<file path="config.mk">
export PLATFORM = sky130hd
export DESIGN_NAME = alu_arbiter
export DESIGN_NICKNAME = d
export VERILOG_FILES = /design/src/rtl/alu_arbiter.sv
export SDC_FILE = /design/constraint.sdc
export NUM_CORES = 1
export LEC_CHECK = 0
export CAP_MARGIN = 20
export CORE_MARGIN = 2
export CORE_UTILIZATION = 43
export DETAILED_ROUTE_END_ITERATION = 16
export GPL_ROUTABILITY_DRIVEN = 0
export PLACE_DENSITY = 0.95
export SETUP_SLACK_MARGIN = 0.1
export SKIP_CTS_REPAIR_TIMING = 1
export SLEW_MARGIN = 40
export SYNTH_ARGS = -nofsm -noshare
export SYNTH_HDL_FRONTEND = slang
export SYNTH_SLANG_ARGS = --single-unit
</file>
<file path="constraint.sdc">
create_clock -name clk -period 4.5 [get_ports clk]
set_clock_uncertainty 0.05 [all_clocks]
set_input_delay 1.35 -clock clk [delete_from_list [all_inputs] [get_ports clk]]
set_output_delay 1.35 -clock clk [all_outputs]
set_load 0.03 [all_outputs]
</file>
<file path="src/rtl/alu_arbiter.sv">
// rtl/alu_arbiter.sv - round-robin arbiter sharing one multicycle ALU between two requesters
module alu_arbiter #(
  parameter int MUL_CYCLES = 2,
  parameter int DIV_CYCLES = 4
) (
  input  logic        clk,
  input  logic        rst_n,
  input  logic        req0_valid,
  output logic        req0_ready,
  input  logic [31:0] req0_a,
  input  logic [31:0] req0_b,
  input  logic [2:0]  req0_sel,
  input  logic        req0_ctrl,
  input  logic        req1_valid,
  output logic        req1_ready,
  input  logic [31:0] req1_a,
  input  logic [31:0] req1_b,
  input  logic [2:0]  req1_sel,
  input  logic        req1_ctrl,
  output logic        resp0_valid,
  input  logic        resp0_ready,
  output logic        resp1_valid,
  input  logic        resp1_ready,
  output logic [31:0] resp_res,
  output logic        resp_zf,
  output logic        resp_err,
  output logic [31:0] alu_a,
  output logic [31:0] alu_b,
  output logic [2:0]  alu_sel,
  output logic        alu_ctrl,
  input  logic [31:0] alu_res,
  output logic        busy
);

  // Cycle budgets are clamped to at least one EXEC cycle.
  localparam int MUL_C = (MUL_CYCLES < 1) ? 1 : MUL_CYCLES;
  localparam int DIV_C = (DIV_CYCLES < 1) ? 1 : DIV_CYCLES;
  localparam logic [7:0] MUL_LD = 8'(MUL_C - 1);
  localparam logic [7:0] DIV_LD = 8'(DIV_C - 1);

  localparam logic [2:0] SEL_MUL = 3'b010;
  localparam logic [2:0] SEL_DIV = 3'b011;

  typedef enum logic [1:0] {IDLE, EXEC, RESP} state_t;

  state_t      state, state_nx;
  logic [7:0]  cnt;
  logic        owner;      // requester whose op is in flight
  logic        prio;       // 0: req0 wins a tie, 1: req1 wins a tie
  logic        gnt1;       // arbitration result: 1 selects req1
  logic        accept;
  logic        owner_take;
  logic [31:0] pick_a;
  logic [31:0] pick_b;
  logic [2:0]  pick_sel;
  logic        pick_ctrl;
  logic [7:0]  pick_ld;
  logic        div_zero;

  // Grant: a lone valid wins outright, a tie goes to the requester not served last.
  always_comb begin
    gnt1 = 1'b0;
    if (req0_valid && req1_valid) begin
      gnt1 = prio;
    end else begin
      gnt1 = req1_valid;
    end
  end

  assign req0_ready = (state == IDLE) && req0_valid && !gnt1;
  assign req1_ready = (state == IDLE) && req1_valid && gnt1;
  assign accept     = req0_ready || req1_ready;

  assign resp0_valid = (state == RESP) && !owner;
  assign resp1_valid = (state == RESP) && owner;
  assign busy        = (state != IDLE);
  assign owner_take  = owner ? resp1_ready : resp0_ready;

  // Payload of the granted requester and its EXEC cycle budget.
  always_comb begin
    pick_a    = gnt1 ? req1_a    : req0_a;
    pick_b    = gnt1 ? req1_b    : req0_b;
    pick_sel  = gnt1 ? req1_sel  : req0_sel;
    pick_ctrl = gnt1 ? req1_ctrl : req0_ctrl;
    case (pick_sel)
      SEL_MUL: pick_ld = MUL_LD;
      SEL_DIV: pick_ld = DIV_LD;
      default: pick_ld = 8'd0;
    endcase
  end

  // Divide-by-zero is judged on the latched operands the ALU is actually seeing.
  assign div_zero = (alu_sel == SEL_DIV) && (alu_b == 32'd0);

  // State register.
  always_ff @(posedge clk or negedge rst_n) begin
    if (!rst_n) begin
      state <= IDLE;
    end else begin
      state <= state_nx;
    end
  end

  // Next-state logic: accept -> run the budget out -> hold until the owner takes the result.
  always_comb begin
    state_nx = state;
    case (state)
      IDLE: if (accept) state_nx = EXEC;
      EXEC: if (cnt == 8'd0) state_nx = RESP;
      RESP: if (owner_take) state_nx = IDLE;
      default: state_nx = IDLE;
    endcase
  end

  // Operand latch, cycle counter, priority pointer and result capture.
  always_ff @(posedge clk or negedge rst_n) begin
    if (!rst_n) begin
      alu_a    <= 32'd0;
      alu_b    <= 32'd0;
      alu_sel  <= 3'd0;
      alu_ctrl <= 1'b0;
      owner    <= 1'b0;
      prio     <= 1'b0;
      cnt      <= 8'd0;
      resp_res <= 32'd0;
      resp_zf  <= 1'b0;
      resp_err <= 1'b0;
    end else begin
      case (state)
        IDLE: begin
          if (accept) begin
            alu_a    <= pick_a;
            alu_b    <= pick_b;
            alu_sel  <= pick_sel;
            alu_ctrl <= pick_ctrl;
            owner    <= gnt1;
            prio     <= !gnt1;
            cnt      <= pick_ld;
          end
        end
        EXEC: begin
          if (cnt != 8'd0) begin
            cnt <= cnt - 8'd1;
          end else if (div_zero) begin
            resp_res <= 32'd0;
            resp_zf  <= 1'b1;
            resp_err <= 1'b1;
          end else begin
            resp_res <= alu_res;
            resp_zf  <= (alu_res == 32'd0);
            resp_err <= 1'b0;
          end
        end
        default: begin
        end
      endcase
    end
  end

endmodule

</file>
==> reports/metrics.cfg <==
[synth]
ys_top_cells_by_count=dfrtp_1, nand2_1, mux2i_1, nor2_1
yosys.area.top_type=dfrtp_1
yosys.cell_count.top_type=dfrtp_1
yosysWarningCount=0
synthTopCellsByArea=dfrtp_1, mux2i_1, nand2_1
synth.cell_area_mm2=0.00556
yosysUniqueCellTypes=45
synthArstFlopShare_pct=100
ys_seq_area_share_pct=51.3
synth-edff-count=0
syn_nets=749
synthFlopType=dfrtp_1
netlist.area_leader.share_pct=51.3
syn_area_per_cell_um2=9.70
synth_cells=573
synth_seq_cells=114

[worst_setup_path]
worst_ep_required_time_ns=3.10
critPathKind=in -> out
cp_max_fo=7
end_kind=output port
arrival_ns=2.43
critical_path.startpoint_type=input port

[grt]
grt_overflow=0
grt_pass1_vias=5636
antenna_found_initial=0
grt_pass1_wl_mm=29.1
grt_max_degree=65
grt_usage_pct=26.5

[timing]
fin_crit_ns=3.83
drv_slew=0
period_share_pct=85.1
hold_viol_final=0
rsz0062_at_grt=no
worst_slack_ns=0.672
max_freq_ghz=0.261
relSlewSlack_pct=47.1
fin_tns_setup_ns=0
whs_ns=0.426
finalSetupViolCount=0
tightestPinTransition_ns=0.793

[clock_tree]
clock-root-buffer=clkbuf_16
cts_tree=built
numCtsBuffers=17
clkSinkCount=114
worst_skew_pair.late_latency_ns=0.41
h-tree-depth=4
path_clk_slew_ns=0.05
clk_path_buf_depth=2

[floorplan]
row_count=41
die_y_um=118
initial_core_util_pct=44.0
io_pins=281
die_x_um=118
coreArea_mm2=0.0126
die_area_mm2=0.0138

[min_path]
min_path_type=reg -> reg

[finish]
layout.cells.non_filler=1030
fillerInstances=906
multi_input_area_mm2=0.00250
fin_nets=1021
layout.area.seq_mm2=0.00285
drive_gt1_share_pct=6.41
n_antenna_cell=0
area_growth_syn_to_layout_pct=63.6

[placement]
portBuffers=280
dp_hpwl_mm=13.1
dp.cells=998
post-place-ws_ns=0.679

[power]
switching_share_pct=41.2
power_frac_clock_pct=21.7
pwr-share-comb_pct=49.1
power.density_mw_per_mm2=697
intPower_w=0.00373
ir_drop_mv=0.368
power_frac_seq_pct=29.1
switching_power_w=0.00261
leakage_nw=3.97

[flow_run]
maxCapViolCount=0

[routing]
vias_per_cell=5.22
ant_nets=0
drc=0
routed_wl_mm=18.0
post_drt_wl_per_cell_um=17.5
drtPass1Iterations=5
route.vias.total=5381
drt_iter0_drc=344

[outcome]
outcome=finished, final reports clean

stage by stage:
step	utilization (%)	area (µm²)	power, W
6_report	72.1	9090	0.00634
5_1_grt	72.1	9090	0.00669
4_1_cts	72.1	9090	0.00638
3_5_place_dp	67.2	8480	0.00496
3_3_place_gp	67.1	8470	0.00485
2_1_floorplan	-	5560	0.00361
metal layers:
layer | GRT usage [%] | wire length (µm) | vias to the layer above
met5 | 0 | 0 | -
met4 | 10.9 | 384 | 0
met3 | 7.41 | 1450 | 27
met2 | 46.2 | 9190 | 239
met1 | 30.7 | 6950 | 2585
li1 | - | - | 2530
flip-flops by register name, indices dropped and copies added (netlist names):
register / count
alu_b: 32
owner: 1
alu_sel: 3
cnt: 8
prio: 1
resp_err: 1
resp_res: 32
alu_a: 32
resp_zf: 1
alu_ctrl: 1
state: 2
placed cells by master (no fill, tap or decap), types with 14 or more instances in the layout:
cell type	synthesis	routed
dfrtp_1	114	114
o21ai_0	27	26
mux2i_1	62	62
a21oi_1	41	41
o21ai_1	33	33
nand2b_1	41	41
nor4_1	14	14
clkdlybuf4s50_1	0	276
nor2_1	47	45
nand2_1	90	89
clkbuf_16	0	17
logic make-up (layout without fill, tap and decap cells):
logic type | Yosys count | after routing | share of synthesized area [%]
buffers and inverters | 44 | 329 | 4.41
adders and majority gates | 2 | 2 | 0.450
and+or+nand+nor | 224 | 224 | 19.5
AOI/OAI and AO/OA | 123 | 123 | 12.5
muxes | 63 | 63 | 11.4
DFF | 114 | 114 | 51.3
xor gates and xnor gates | 3 | 3 | 0.473
cell type report:
class,instances,area share [%]
clock buffers,22,5.33
clock inverters,10,1.43
inverters,6,0.248
multi-input cells,415,27.5
flip-flops and latches,114,31.4
well taps,172,2.37
repair buffers,291,31.8
critical path: stages:
cell and delay [ns]:
clkdlybuf4s50_1 0.68, nand2_4 0.08, nor2_1 0.14, buf_4 0.18
path summary, 6_finish.rpt:
kind,cells past startpoint,startpoint,endpoint,slack [ns]
worst min register to register,2,alu_a[25],alu_a[25],0.43
worst max register to register,6,cnt[0],resp_res[17],2.09
min in group asynchronous,1,rst_n,owner,0.93
worst min-delay path,2,alu_a[25],alu_a[25],0.43
worst max-delay path,4,req1_valid,req1_ready,0.67
max in group asynchronous,2,rst_n,alu_b[4],2.68
power groups by stage:
stage | Sequential (W) | Combinational [W] | Clock [W]
after floorplan | 0.00264 | 0.000972 | 0
after global placement | 0.00182 | 0.00304 | 0
after detailed placement | 0.00185 | 0.00311 | 0
after CTS | 0.00184 | 0.00314 | 0.00141
after global routing | 0.00191 | 0.00333 | 0.00146
final | 0.00185 | 0.00311 | 0.00138
(Power assumes the default switching activity.)
